==> src/rtl/frac_pkg.sv <==
// Shared definitions for the frac_reduce fraction-reduction block:
// the controller state encoding and the default operand width.
package frac_pkg;

    localparam int FRAC_WIDTH = 8;

    typedef enum logic [1:0] {
        IDLE = 2'd0,
        DIV  = 2'd1,
        DONE = 2'd2
    } frac_state_e;

endpackage

==> src/rtl/frac_div.sv <==
// Single restoring divider: one quotient bit per cycle, MSB first, WIDTH steps.
// done rises with the final step and stays high until the next start.
module frac_div #(
    parameter int WIDTH = 8
) (
    input  logic             clk,
    input  logic             rst_n,
    input  logic             start,
    input  logic [WIDTH-1:0] dividend,
    input  logic [WIDTH-1:0] divisor,
    output logic [WIDTH-1:0] quotient,
    output logic [WIDTH-1:0] remainder,
    output logic             done
);

    localparam int CW = $clog2(WIDTH + 1);

    logic [WIDTH-1:0] dvd_q, dvd_d;
    logic [WIDTH-1:0] dvs_q, dvs_d;
    logic [WIDTH-1:0] quo_q, quo_d;
    logic [WIDTH-1:0] rem_q, rem_d;
    logic [CW-1:0]    cnt_q, cnt_d;
    logic             busy_q, busy_d;
    logic             done_q, done_d;
    logic [WIDTH:0]   rem_sh;
    logic [WIDTH:0]   diff;

    always_comb begin
        dvd_d  = dvd_q;
        dvs_d  = dvs_q;
        quo_d  = quo_q;
        rem_d  = rem_q;
        cnt_d  = cnt_q;
        busy_d = busy_q;
        done_d = done_q;
        rem_sh = {rem_q, dvd_q[WIDTH-1]};
        // Partial remainder stays below divisor, so bit WIDTH of diff is the borrow.
        diff   = rem_sh - {1'b0, dvs_q};
        if (start) begin
            dvd_d  = dividend;
            dvs_d  = divisor;
            quo_d  = '0;
            rem_d  = '0;
            cnt_d  = '0;
            busy_d = 1'b1;
            done_d = 1'b0;
        end else if (busy_q) begin
            dvd_d = dvd_q << 1;
            if (!diff[WIDTH]) begin
                rem_d = diff[WIDTH-1:0];
                quo_d = {quo_q[WIDTH-2:0], 1'b1};
            end else begin
                rem_d = rem_sh[WIDTH-1:0];
                quo_d = {quo_q[WIDTH-2:0], 1'b0};
            end
            cnt_d = cnt_q + CW'(1);
            if (cnt_q == CW'(WIDTH - 1)) begin
                busy_d = 1'b0;
                done_d = 1'b1;
            end
        end
    end

    always_ff @(posedge clk or negedge rst_n) begin
        if (!rst_n) begin
            dvd_q  <= '0;
            dvs_q  <= '0;
            quo_q  <= '0;
            rem_q  <= '0;
            cnt_q  <= '0;
            busy_q <= 1'b0;
            done_q <= 1'b0;
        end else begin
            dvd_q  <= dvd_d;
            dvs_q  <= dvs_d;
            quo_q  <= quo_d;
            rem_q  <= rem_d;
            cnt_q  <= cnt_d;
            busy_q <= busy_d;
            done_q <= done_d;
        end
    end

    assign quotient  = quo_q;
    assign remainder = rem_q;
    assign done      = done_q;

endmodule

==> src/rtl/frac_reduce.sv <==
// Reduces a/b by an upstream gcd g using two parallel restoring dividers.
// Optional lcm output (qa*b) is enabled by defining FRAC_REDUCE_LCM_EN.
module frac_reduce
    import frac_pkg::*;
#(
    parameter int WIDTH = FRAC_WIDTH
) (
    input  logic               clk,
    input  logic               rst_n,
    // Handshakes: a transfer occurs on a rising edge where valid && ready;
    // valid-side data is held stable by its source until that edge.
    input  logic               in_valid,
    output logic               in_ready,
    input  logic [WIDTH-1:0]   a,
    input  logic [WIDTH-1:0]   b,
    input  logic [WIDTH-1:0]   g,
    output logic               out_valid,
    input  logic               out_ready,
    output logic [WIDTH-1:0]   qa,
    output logic [WIDTH-1:0]   qb,
    output logic               err,
`ifdef FRAC_REDUCE_LCM_EN
    output logic [2*WIDTH-1:0] lcm,
`endif
    output logic [1:0]         dbg_state
);

    frac_state_e      state_q, state_d;
    logic [WIDTH-1:0] qa_q, qa_d, qb_q, qb_d;
    logic             err_q, err_d;
    logic             start;
    logic             rem_bad;
    logic             done_a, done_b;
    logic [WIDTH-1:0] quo_a, quo_b, rem_a, rem_b;
`ifdef FRAC_REDUCE_LCM_EN
    logic [WIDTH-1:0]   b_q, b_d;
    logic [2*WIDTH-1:0] lcm_q, lcm_d;
`endif

    assign start   = in_valid && (state_q == IDLE) && (g != '0);
    assign rem_bad = (rem_a != '0) || (rem_b != '0);

    always_comb begin
        state_d = state_q;
        qa_d    = qa_q;
        qb_d    = qb_q;
        err_d   = err_q;
`ifdef FRAC_REDUCE_LCM_EN
        b_d     = b_q;
        lcm_d   = lcm_q;
`endif
        case (state_q)
            IDLE: begin
                if (in_valid) begin
`ifdef FRAC_REDUCE_LCM_EN
                    b_d = b;
`endif
                    if (g == '0) begin
                        state_d = DONE;
                        qa_d    = '0;
                        qb_d    = '0;
                        err_d   = 1'b1;
`ifdef FRAC_REDUCE_LCM_EN
                        lcm_d   = '0;
`endif
                    end else begin
                        state_d = DIV;
                    end
                end
            end
            DIV: begin
                if (done_a && done_b) begin
                    state_d = DONE;
                    qa_d    = quo_a;
                    qb_d    = quo_b;
                    err_d   = rem_bad;
`ifdef FRAC_REDUCE_LCM_EN
                    lcm_d   = rem_bad ? '0
                                      : {{WIDTH{1'b0}}, quo_a} * {{WIDTH{1'b0}}, b_q};
`endif
                end
            end
            DONE: begin
                if (out_ready) state_d = IDLE;
            end
            default: state_d = IDLE;
        endcase
    end

    always_ff @(posedge clk or negedge rst_n) begin
        if (!rst_n) begin
            state_q <= IDLE;
            qa_q    <= '0;
            qb_q    <= '0;
            err_q   <= 1'b0;
`ifdef FRAC_REDUCE_LCM_EN
            b_q     <= '0;
            lcm_q   <= '0;
`endif
        end else begin
            state_q <= state_d;
            qa_q    <= qa_d;
            qb_q    <= qb_d;
            err_q   <= err_d;
`ifdef FRAC_REDUCE_LCM_EN
            b_q     <= b_d;
            lcm_q   <= lcm_d;
`endif
        end
    end

    frac_div #(.WIDTH(WIDTH)) u_div_a (
        .clk       (clk),
        .rst_n     (rst_n),
        .start     (start),
        .dividend  (a),
        .divisor   (g),
        .quotient  (quo_a),
        .remainder (rem_a),
        .done      (done_a)
    );

    frac_div #(.WIDTH(WIDTH)) u_div_b (
        .clk       (clk),
        .rst_n     (rst_n),
        .start     (start),
        .dividend  (b),
        .divisor   (g),
        .quotient  (quo_b),
        .remainder (rem_b),
        .done      (done_b)
    );

    assign in_ready  = (state_q == IDLE);
    assign out_valid = (state_q == DONE);
    assign qa        = qa_q;
    assign qb        = qb_q;
    assign err       = err_q;
    assign dbg_state = state_q;
`ifdef FRAC_REDUCE_LCM_EN
    assign lcm       = lcm_q;
`endif

endmodule
==> config.mk <==
export PLATFORM = sky130hd
export DESIGN_NAME = frac_reduce
export DESIGN_NICKNAME = d
export VERILOG_FILES = /design/src/rtl/frac_pkg.sv /design/src/rtl/frac_div.sv /design/src/rtl/frac_reduce.sv
export SDC_FILE = /design/constraint.sdc
export NUM_CORES = 1
export LEC_CHECK = 0
export ABC_CLOCK_PERIOD_IN_PS = 3220
export CAP_MARGIN = 20
export CORE_AREA = 8 8 104 106
export CTS_CLUSTER_SIZE = 12
export DETAILED_ROUTE_END_ITERATION = 12
export DIE_AREA = 0 0 112 114
export PLACE_DENSITY = 0.69
export REMOVE_ABC_BUFFERS = 1
export SLEW_MARGIN = 20
export SYNTH_ARGS = -nofsm -noshare
export SYNTH_HDL_FRONTEND = slang
export SYNTH_SLANG_ARGS = --single-unit
==> constraint.sdc <==
create_clock -name clk -period 3.22 [get_ports clk]
set_clock_uncertainty 0.05 [all_clocks]
set_input_delay 0.644 -clock clk [delete_from_list [all_inputs] [get_ports clk]]
set_output_delay 0.644 -clock clk [all_outputs]
set_load 0.01 [all_outputs]
==> results of run 1 <==
## registers in the layout, indices dropped and copies added (netlist names)
register           count
u_div_a.busy_q         1
u_div_a.dvs_q          8
u_div_b.busy_q         1
dbg_state              2
u_div_a.cnt_q          4
u_div_b.cnt_q          4
err                    1
qb                     8
u_div_a.dvd_q          8
u_div_b.done           1
u_div_b.quotient       8
qa                     8
u_div_a.remainder      8
u_div_b.dvd_q          8
u_div_b.remainder      8
u_div_a.quotient       8
u_div_a.done           1
## synthesized netlist by cell type
library cell / number
and2_1: 1
inv_1: 13
nand4_1: 2
nand2_1: 28
nand4b_1: 2
o311ai_0: 1
nor3b_1: 1
nand3_1: 8
xnor2_1: 5
a21o_1: 4
buf_6: 2
o21a_1: 3
ha_1: 18
a21boi_0: 1
clkbuf_1: 20
buf_1: 2
xnor2_2: 1
or4b_2: 1
and4b_1: 1
or4_1: 2
a221oi_1: 1
o21ai_1: 1
o21ai_0: 30
fa_1: 2
and3_1: 1
a22o_1: 16
a211oi_1: 6
xor2_1: 9
nor2b_1: 3
o211ai_1: 2
mux2i_1: 42
nor2_1: 58
nand2b_1: 8
a311o_1: 1
a21oi_1: 31
o31ai_1: 1
nor4_1: 4
dfrtp_1: 87
nand3b_1: 6
o221ai_1: 2
a31oi_1: 4
or4_4: 1
## power by group through the flow
stage          Clock (µW)  Sequential [µW]  Combinational, µW
3_5_place_dp            0             2090               3310
2_1_floorplan           0             2090               2350
4_1_cts               822             2070               3330
3_3_place_gp            0             2080               3190
6_report              800             2070               3310
5_1_grt               850             2140               3720
## per-layer routing
metal | track usage (%) | vias up | wire length [µm]
li1 | - | 1611 | -
met1 | 18.71 | 1591 | 4242
met2 | 27.02 | 48 | 4770
met3 | 2.219 | 15 | 247
met4 | 7.914 | 0 | 216
met5 | 0 | - | 0
## cells by family after synthesis
logic type | count (synthesis)
simple gates | 127
compound gates | 104
flops | 87
mux | 42
buf+inv | 37
fa+ha+maj | 20
xor+xnor | 15
## worst min path at each step
stage / start / to / slack [ns] / cells past startpoint
after global routing: rst_n / u_div_a.dvd_q[2] / 0.21 / 1
after global placement: u_div_b.quotient[7] / qb[7] / 0.43 / 1
after CTS: rst_n / u_div_a.dvd_q[2] / 0.19 / 1
after detailed placement: u_div_b.quotient[7] / qb[7] / 0.43 / 1
after floorplan: rst_n / dbg_state[0] / 0.30 / 0
final: rst_n / u_div_a.dvd_q[2] / 0.18 / 1
## per-stage QoR
| step | hold slack [ns] | area [µm²] | TNS [ns] | worst slack (ns) |
|---|---|---|---|---|
| floorplan | 0.2984 | 4297 | -2.730 | -0.3894 |
| global placement | 0.4277 | 5007 | 0 | 0.2025 |
| detailed placement | 0.4309 | 5007 | 0 | 0.1403 |
| CTS | 0.1921 | 5213 | 0 | 0.4643 |
| global route | 0.2121 | 5213 | 0 | 0.2554 |
| finish | 0.1753 | 5213 | 0 | 0.4697 |
## area by class of cell
type                       count  area (µm²)
clock inverter                 6       77.57
inverter                      13       48.80
clock buffer                  10       127.6
timing repair buffer          57       558.0
sequential                    87        2177
tap                          111       138.9
fill                         788        3896
multi-input combinational    308        2085
==> results.json, run 1 <==
{
  "post_synth.cell_area_avg_um2": 10.19,
  "synth-compound-area-share_pct": 14.72,
  "i_o_pin_count": 49,
  "comb_power_share_pct": 53.6,
  "synth_area_um2": 4402,
  "synth-warning-count": 0,
  "clkTransAtPathRegs_ns": 0.09,
  "crit_buf_inv": 2,
  "criticalPathCategory": "flip-flop to flip-flop",
  "route.detailed.drc": 0,
  "post_synth_fa_ha_maj_area_fraction_pct": 6.026,
  "total_switching_power_uw": 2582,
  "cts_buffer_count": 9,
  "drtAntennaViolNets": 0,
  "timing.critical_path.cells": "inv_1 > ha_1 > inv_1 > fa_1 > a211oi_1 > nor2_1 > a21oi_1 > xnor2_2 > mux2i_1 > a211oi_1",
  "setup_viol": 0,
  "final_common_cell": "dfrtp_1",
  "die_height_um": 114,
  "insertion_delay_ns": 0.37,
  "layout-area-overhead-vs-synth_pct": 18.42,
  "viasPerCell": 5.515,
  "post-layout-total-power_uw": 6185,
  "clock_power_share_pct": 12.9,
  "setup.worst_path.start": "u_div_b.dvd_q[7]",
  "globalRoute.totalOverflow": 0,
  "path_max_fanout": 10,
  "synthDistinctLibCells": 42,
  "cp_data_arrival_time_ns": 2.98,
  "final_cell_mix": "87 x dfrtp_1, 58 x nor2_1, 47 x clkdlybuf4s50_1",
  "max_clock_freq_mhz": 363.6,
  "clock_sink_count": 87,
  "reg2reg_depth": 10,
  "hold_viol_final": 0,
  "synth.mux.area_fraction_pct": 9.551,
  "regToRegEndpoint": "u_div_b.remainder[5]",
  "stdcell_count": 592,
  "period_share_pct": 85.41,
  "route.final.wire_length_um": 9477,
  "placeableCoreArea_um2": 9109,
  "max_root_sink_buffers": 2,
  "gpl.final_weighted_congestion": 0.8614,
  "worstSetupStartpointType": "flip-flop",
  "sw_frac_of_total_pct": 41.74,
  "powerDensity_nw_per_um2": 1187,
  "nets": 524,
  "tritoncts": "yes",
  "initialDrtViolationCount": 196,
  "placed_cells_incl_taps": 576,
  "synthXorXnorAreaFrac_pct": 3.155,
  "tightestPinTransition_ns": 0.8479,
  "yosysSeqAreaShare_pct": 49.46,
  "timing.critical_path.required_ns": 3.45,
  "routed_wire_length_per_instance_um": 16.01,
  "synth_seq_cells": 87,
  "capture_point_of_the_critical_path": "u_div_b.remainder[5]",
  "port-buffer-count": 48,
  "netlist_instances": 432,
  "cellLeakagePower_uw": 0.002450,
  "post-cts-setup-buffer-count": 0,
  "netlist_top_cells_area": "dfrtp_1 49%, mux2i_1 9.6%, ha_1 5.1%, nor2_1 4.9%, a21oi_1 3.5%",
  "worst_path_dominant_cell_family": "compound AO/OA/AOI/OAI gates",
  "vdd.ir_drop.worst_v": 0.0004241,
  "die_w_um": 112,
  "fp.dieArea_um2": 12770,
  "post-route-min-period_ns": 2.750,
  "detailed_place_hpwl_um": 6700,
  "cts_hold_buffers": 0,
  "vias": 3265,
  "grt_pass1_wl_um": 16190,
  "power_report.internal_total_uw": 3604,
  "post_route_utilization_pct": 57.23,
  "max_cap_violations": 0,
  "max_stage_delay_ns": 0.43,
  "critical-path-slowest-cell": "dfrtp_1",
  "pwr-share-seq_pct": 33.5,
  "synth_top_cell_area_share_pct": 49.46,
  "crit_cells": 10,
  "slew_viols_final": 0,
  "ctsRootBufferMaster": "clkbuf_8",
  "worst_slew_margin_rel_pct": 43.22,
  "drtPass1Iterations": 4,
  "timing.rr.start": "u_div_b.dvd_q[7]",
  "rsz0062_at_grt": "no",
  "maximum_level_of_the_cts_h_tree": 3,
  "synth_top_family_by_area": "compound AO/OA/AOI/OAI gates",
  "drive_above_1_share_pct": 6.237,
  "initial_antenna_violation_count": 0,
  "crit_path_end_kind": "flip-flop",
  "cts-resized-gates": 0,
  "run_status": "completed",
  "timing.reg2reg.setup_slack_ns": 0.47,
  "grt.total_usage_pct": 15.61,
  "grt_start_max_net_pins": 50,
  "synthSimpleGateAreaFrac_pct": 13.59,
  "antenna-diode-count": 0,
  "starting_utilization_of_the_core_area_pct": 48.32,
  "worst_hold_path_type": "input port to async pin",
  "first_global_vias": 3367,
  "synth.largest_area_cell": "dfrtp_1",
  "rows": 35
}
Power figures use the tool's default switching activity.
==> run 2, diff against run 1 <==
--- a/config.mk
+++ b/config.mk
@@ -6,7 +6,7 @@
 export NUM_CORES = 1
 export LEC_CHECK = 0
 export ABC_CLOCK_PERIOD_IN_PS = 3220
-export CAP_MARGIN = 20
+export CAP_MARGIN = 0
 export CORE_AREA = 8 8 104 106
 export CTS_CLUSTER_SIZE = 12
 export DETAILED_ROUTE_END_ITERATION = 12
==> results of run 2 <==
Final layout, timing and power as in run 1 (identical DEF).
